**src/rtl/uart_rx_buffered.sv**
```systemverilog
// uart_rx_buffered: 8N1 UART receiver with a small receive FIFO, sticky
// overrun / framing flags and a read-strobe pop.
// Optional build macro UART_RX_PARITY_EN: 8E1 frames with a PARITY state
// and a sticky o_Parity_Err output.
module uart_rx_buffered #(
  parameter int FIFO_AW     = 2,
  parameter int SYNC_STAGES = 2
) (
  input  logic        i_Clock,
  input  logic        i_Rst_L,
  input  logic [11:0] i_Clk_per_bit,
  input  logic        i_RX_Serial,
  input  logic        i_RD,
  input  logic        i_Clr_Err,
  output logic [7:0]  o_RX_Byte,
  output logic        o_RX_Valid,
  output logic        o_RX_Full,
  output logic        o_Overrun,
`ifdef UART_RX_PARITY_EN
  output logic        o_Parity_Err,
`endif
  output logic        o_Frame_Err
);

  localparam int DEPTH = 1 << FIFO_AW;

  typedef enum logic [2:0] {S_IDLE, S_START, S_DATA, S_PARITY, S_STOP} state_t;

  // ---------------------------------------------------------------- sync
  logic [SYNC_STAGES-1:0] sync_q;
  logic                   rx_s, rx_prev, fall;

  // Metastability chain; resets to idle-high so reset never fakes a start.
  always_ff @(posedge i_Clock) begin
    if (!i_Rst_L) sync_q <= '1;
    else          sync_q <= {sync_q[SYNC_STAGES-2:0], i_RX_Serial};
  end

  assign rx_s = sync_q[SYNC_STAGES-1];

  // Previous synced level for falling-edge (start bit) detection.
  always_ff @(posedge i_Clock) begin
    if (!i_Rst_L) rx_prev <= 1'b1;
    else          rx_prev <= rx_s;
  end

  assign fall = rx_prev & ~rx_s;

  // ---------------------------------------------------------------- fsm
  state_t      state, state_n;
  logic [11:0] cnt, cnt_n;
  logic [11:0] per, per_n;
  logic [2:0]  bit_idx, bit_n;
  logic [7:0]  shreg, sh_n;
  logic        push, frame_set, par_set;
  logic [11:0] half_m1, per_m1;

  // per is clamped to >=4 when latched, so these never underflow.
  assign half_m1 = (per >> 1) - 12'd1;
  assign per_m1  = per - 12'd1;

  // State and datapath registers; reset abandons any frame in flight.
  always_ff @(posedge i_Clock) begin
    if (!i_Rst_L) begin
      state   <= S_IDLE;
      cnt     <= '0;
      per     <= 12'd4;
      bit_idx <= '0;
      shreg   <= '0;
    end else begin
      state   <= state_n;
      cnt     <= cnt_n;
      per     <= per_n;
      bit_idx <= bit_n;
      shreg   <= sh_n;
    end
  end

  // Next-state: half-period start check, then full-period samples.
  always_comb begin
    state_n   = state;
    cnt_n     = cnt + 12'd1;
    per_n     = per;
    bit_n     = bit_idx;
    sh_n      = shreg;
    push      = 1'b0;
    frame_set = 1'b0;
    par_set   = 1'b0;
    case (state)
      S_IDLE: begin
        cnt_n = '0;
        if (fall) begin
          state_n = S_START;
          per_n   = (i_Clk_per_bit < 12'd4) ? 12'd4 : i_Clk_per_bit;
        end
      end
      S_START: begin
        if (cnt == half_m1) begin
          cnt_n = '0;
          if (!rx_s) begin
            state_n = S_DATA;
            bit_n   = '0;
          end else begin
            state_n = S_IDLE;  // glitch, silently dropped
          end
        end
      end
      S_DATA: begin
        if (cnt == per_m1) begin
          cnt_n = '0;
          sh_n  = {rx_s, shreg[7:1]};  // LSB arrives first
          bit_n = bit_idx + 3'd1;
          if (bit_idx == 3'd7) begin
`ifdef UART_RX_PARITY_EN
            state_n = S_PARITY;
`else
            state_n = S_STOP;
`endif
          end
        end
      end
      S_PARITY: begin
        if (cnt == per_m1) begin
          cnt_n   = '0;
          par_set = (rx_s != ^shreg);  // even parity
          state_n = S_STOP;
        end
      end
      S_STOP: begin
        if (cnt == per_m1) begin
          cnt_n     = '0;
          state_n   = S_IDLE;
          push      = rx_s;
          frame_set = ~rx_s;
        end
      end
      default: state_n = S_IDLE;
    endcase
  end

  // ---------------------------------------------------------------- fifo
  logic [7:0]       mem [DEPTH];
  logic [FIFO_AW:0] wr_ptr, rd_ptr, wr_n, rd_n;
  logic             empty, full, do_pop, do_push, ovr_set;
  logic [7:0]       head_n;

  assign empty   = (wr_ptr == rd_ptr);
  assign full    = (wr_ptr[FIFO_AW] != rd_ptr[FIFO_AW]) &&
                   (wr_ptr[FIFO_AW-1:0] == rd_ptr[FIFO_AW-1:0]);
  // Pop is evaluated first so a full FIFO can accept a same-cycle push.
  assign do_pop  = i_RD & ~empty;
  assign do_push = push & (~full | do_pop);
  assign ovr_set = push & full & ~do_pop;
  assign wr_n    = wr_ptr + {{FIFO_AW{1'b0}}, do_push};
  assign rd_n    = rd_ptr + {{FIFO_AW{1'b0}}, do_pop};

  // Head after this cycle's update: the incoming byte if it lands at the new
  // read slot (FIFO was empty), otherwise the stored entry.
  always_comb begin
    head_n = mem[rd_n[FIFO_AW-1:0]];
    if (do_push && (wr_ptr[FIFO_AW-1:0] == rd_n[FIFO_AW-1:0])) head_n = shreg;
  end

  // Storage array; contents are only meaningful between the pointers.
  always_ff @(posedge i_Clock) begin
    if (do_push) mem[wr_ptr[FIFO_AW-1:0]] <= shreg;
  end

  // Pointers and registered FIFO status / head outputs.
  always_ff @(posedge i_Clock) begin
    if (!i_Rst_L) begin
      wr_ptr     <= '0;
      rd_ptr     <= '0;
      o_RX_Byte  <= 8'h00;
      o_RX_Valid <= 1'b0;
      o_RX_Full  <= 1'b0;
    end else begin
      wr_ptr     <= wr_n;
      rd_ptr     <= rd_n;
      o_RX_Byte  <= head_n;
      o_RX_Valid <= (wr_n != rd_n);
      o_RX_Full  <= (wr_n[FIFO_AW] != rd_n[FIFO_AW]) &&
                    (wr_n[FIFO_AW-1:0] == rd_n[FIFO_AW-1:0]);
    end
  end

  // Sticky error flags; a set event beats a same-cycle clear.
  always_ff @(posedge i_Clock) begin
    if (!i_Rst_L) begin
      o_Overrun   <= 1'b0;
      o_Frame_Err <= 1'b0;
    end else begin
      o_Overrun   <= ovr_set   | (o_Overrun   & ~i_Clr_Err);
      o_Frame_Err <= frame_set | (o_Frame_Err & ~i_Clr_Err);
    end
  end

`ifdef UART_RX_PARITY_EN
  // Sticky parity flag; byte is still pushed if the stop bit is good.
  always_ff @(posedge i_Clock) begin
    if (!i_Rst_L) o_Parity_Err <= 1'b0;
    else          o_Parity_Err <= par_set | (o_Parity_Err & ~i_Clr_Err);
  end
`else
  logic unused_par;
  assign unused_par = par_set;
`endif

endmodule

```
**config.mk**
```make
export PLATFORM = sky130hd
export DESIGN_NAME = uart_rx_buffered
export DESIGN_NICKNAME = d
export VERILOG_FILES = /design/src/rtl/uart_rx_buffered.sv
export SDC_FILE = /design/constraint.sdc
export NUM_CORES = 1
export LEC_CHECK = 0
export ABC_AREA = 0
export BUFFER_PORTS_ARGS = -buffer_cell sky130_fd_sc_hd__buf_2
export CAP_MARGIN = 20
export CORE_AREA = 2 2 86 88
export CTS_CLUSTER_SIZE = 24
export DETAILED_ROUTE_END_ITERATION = 10
export DIE_AREA = 0 0 88 90
export PLACE_DENSITY = 0.83
export SYNTH_ARGS = -nofsm -noshare
export SYNTH_HDL_FRONTEND = slang
export SYNTH_SLANG_ARGS = --single-unit
```
**constraint.sdc**
```tcl
create_clock -name i_Clock -period 8.7 [get_ports i_Clock]
set_input_delay 1.74 -clock i_Clock [delete_from_list [all_inputs] [get_ports i_Clock]]
set_output_delay 1.74 -clock i_Clock [all_outputs]
set_load 0.02 [all_outputs]
```
==> reports/results.tsv <==
metric	value	unit
track_usage	0.235	
insertedDiodeCount	0	
rows	31	
multi_input_comb_area	2150	µm²
critical-path-top-delay-family	simple AND/OR/NAND/NOR gates	
drv_slew	0	
global_route.overflow_total	0	
tritoncts	yes	
worstPathMaxFanout	11	
hold-path-cell-count	1	
criticalPathCategory	in2reg	
io_pins	29	
worst-r2r-setup-slack	5.26	ns
floorplan.core_area	7020	µm²
hold_violations	0	
holdCritPathClass	reg2reg	
dr.pass1.iters	5	
path_clk_slew	0.10	ns
fillerInstances	525	
finalSetupTns	0	ns
post_synth_main_area_contributors	dfxtp_1 (27%), edfxtp_1 (22%), xnor2_1 (5.3%)	
run_status	finished clean	
yosys_warnings	0	
combined_area_of_all_synthesized_cells	4450	µm²
detail_route.wirelength	8570	µm
postPlaceCellArea	4600	µm²
fin_nets	468	
critical_hold_path_startpoint	sync_q[0]	
cts_root_buf	clkbuf_8	
cts_buffer_depth	2	
yosysMostFrequentCell	dfxtp_1	
share_of_cells_above_drive_strength_1	0.145	
cpPeakStageDelay	0.40	ns
timing.final.setup_violations	0	
r2r_startpoint	per[0]	
r2r-end	o_RX_Full	
final_worst_path_cycle_share	0.417	
max_cap_viol_count	0	
post_synth_edffs	32	
initial_antenna_violation_count	0	
synth.net_count	454	
ys.flop_type	dfxtp_1	
timing.critical_path.from_type	input port	
cell_breakdown_of_the_critical_path	buf_2 > inv_1 > a31oi_1 > ha_1 > ha_1 > xor2_1 > nor2_1 > and4_1 > nand4_2 > mux2i_1 > nor2_1	
synth_top_area_share	0.266	
avgSynthCellArea	10.4	µm²
synthCells	428	
worst_hold_path.endpoint	sync_q[1]	
p_leak	0.00188	µW
required	8.96	ns
die_height	90	µm
critPathSlowestCell	ha_1	
clkSinkCount	91	
slew_margin_rel	0.445	
hold_buffers	0	
gp_congestion	0.860	
worstSetupEndpointType	flip-flop	
cts-resized-gates	0	
fmaxAchievable	276	MHz
drt-vias-per-instance	5.75	
worstRegToRegCells	13	
grt_pass1_wl	14500	µm
synth_commonest_cells	dfxtp_1 (59), nor2_1 (50), edfxtp_1 (32)	
place.detailed.hpwl	6190	µm
die_w	88	µm
post-route-min-period	3.63	ns
areaGrowthSynthToFinish	8.02	%
ys_types	56	
start_util	0.634	
final-seq-area	2140	µm²
asyncSetResetFlopFracSynth	0	
cts_htree_levels	3	
cts_made_buffers	9	
cts_setup_buffers	0	
first_global_vias	3015	
yosys_register_bits	91	
arrival	3.89	ns
number_of_drc_violations_after_detailed_routing	0	
vias	3138	
maximum_number_of_pins_on_one_net_before_global_route_repair	37	
synth_largest_area_cell	dfxtp_1	
violation_count_after_the_first_detailed_route_iteration	151	
final_util	0.684	
clk_latency	0.37	ns
clock_skew	0.00891	ns
final_design_area_no_fill	4800	µm²
synth_seq_area_share	0.482	
tightest_slew	0.831	ns
worstPathBufferInverterCount	2	
rsz_0062_raised_after_global_routing	false	
power_density	159	nW/µm²
die_area	7920	µm²
avgRoutedWirePerCell	15.7	µm
ir_drop	0.000117	V
drt.antenna.violating_nets	0	
place.port_buffers	28	
==> per-layer routing <==
metal | share of wire | global-route usage
met3 | 0.044 | 0.0542
met5 | 0 | 0
met4 | 0.018 | 0.104
met1 | 0.48 | 0.329
met2 | 0.46 | 0.348
==> where the power goes <==
group          leakage [µW]  internal [µW]  switching (µW)
Sequential         0.000775            440            6.93
Clock             0.0000906            109             161
Combinational       0.00102           18.9            27.1
Total               0.00188            568             195
==> cells by family after synthesis <==
logic type                 after synthesis  synth area share
and+or+nand+nor                        166             0.205
DFF                                     91             0.482
AOI/OAI and AO/OA                       54            0.0819
xor gates and xnor gates                48            0.0945
buffers and inverters                   36            0.0354
muxes                                   24            0.0765
adders and majority gates                9            0.0253
==> layout by cell type, fill, tap and decap left out, types with 3 or more instances in the layout <==
cell      netlist  layout
nand4_1         6       6
nor3_1          5       5
edfxtp_1       32      32
or3_1           5       5
and2_1          4       4
a21oi_1        18      18
xnor2_1        27      27
o21ai_0         4       4
o31ai_1         3       3
a31oi_1         7       7
a211o_1         3       3
and3_1          8       8
inv_6           0       4
nor4_4          3       3
xor2_1         21      21
nand2_1        30      30
mux4_2          8       8
nor4_1          6       6
mux2i_1        16      16
and4_1          4       4
inv_1           8       8
ha_1            9       9
nor2b_1         3       3
nor2_1         50      50
clkbuf_8        0       9
dfxtp_1        59      59
o211ai_1        4       4
nand2b_1       10      10
nand3_1        16      16
buf_2           6      28
==> worst max path at each step <==
stage          slack [ns]           end  startpoint  depth (start not counted)
6_report             5.07  o_RX_Byte[4]        i_RD                         11
5_1_grt              4.91  o_RX_Byte[4]        i_RD                         11
4_1_cts              5.04  o_RX_Byte[4]        i_RD                         11
3_5_place_dp         4.66  o_RX_Byte[4]        i_RD                         11
3_3_place_gp         4.82  o_RX_Byte[3]        i_RD                         11
2_1_floorplan        5.24  o_RX_Byte[0]        i_RD                          7
==> worst reg2reg max path, cell delays in order, from the launching register on <==
cell and delay [ns]:
dfxtp_1 0.42, inv_1 0.10, ha_1 0.22, or3b_4 0.41
o31ai_1 0.21, nand4b_1 0.21, nor3_1 0.26, nand3_1 0.23
nor4_4 0.37, ha_1 0.21, ha_1 0.20, xnor2_1 0.15
xnor2_1 0.11, nor4_1 0.27
==> final cells by class <==
| type | count | area share |
|---|---|---|
| inverters | 9 | 0.00703 |
| repair buffers | 30 | 0.0365 |
| clock inverters | 7 | 0.0120 |
| multi-input cells | 301 | 0.447 |
| well taps | 99 | 0.0258 |
| clock buffers | 9 | 0.0258 |
| flip-flops and latches | 91 | 0.446 |
==> state kept, by name, summed over array words and instances (netlist names), 2 cells and up <==
| name | flops |
|---|---|
| sync_q | 2 |
| rd_ptr | 3 |
| o_RX_Byte | 8 |
| shreg | 8 |
| mem | 32 |
| cnt | 12 |
| wr_ptr | 3 |
| per | 12 |
| bit_idx | 3 |
| state | 3 |
==> stage by stage <==
stage / worst slack (ns) / std cells / hold WS [ns] / total power, µW
after floorplan: 5.24 / 428 / 0.386 / 489
after detailed placement: 4.66 / 529 / 0.398 / 501
after global routing: 4.91 / 546 / 0.447 / 789
final: 5.07 / 546 / 0.428 / 763
after CTS: 5.04 / 545 / 0.428 / 765
after global placement: 4.82 / 529 / 0.403 / 500
Power figures use the tool's default switching activity.
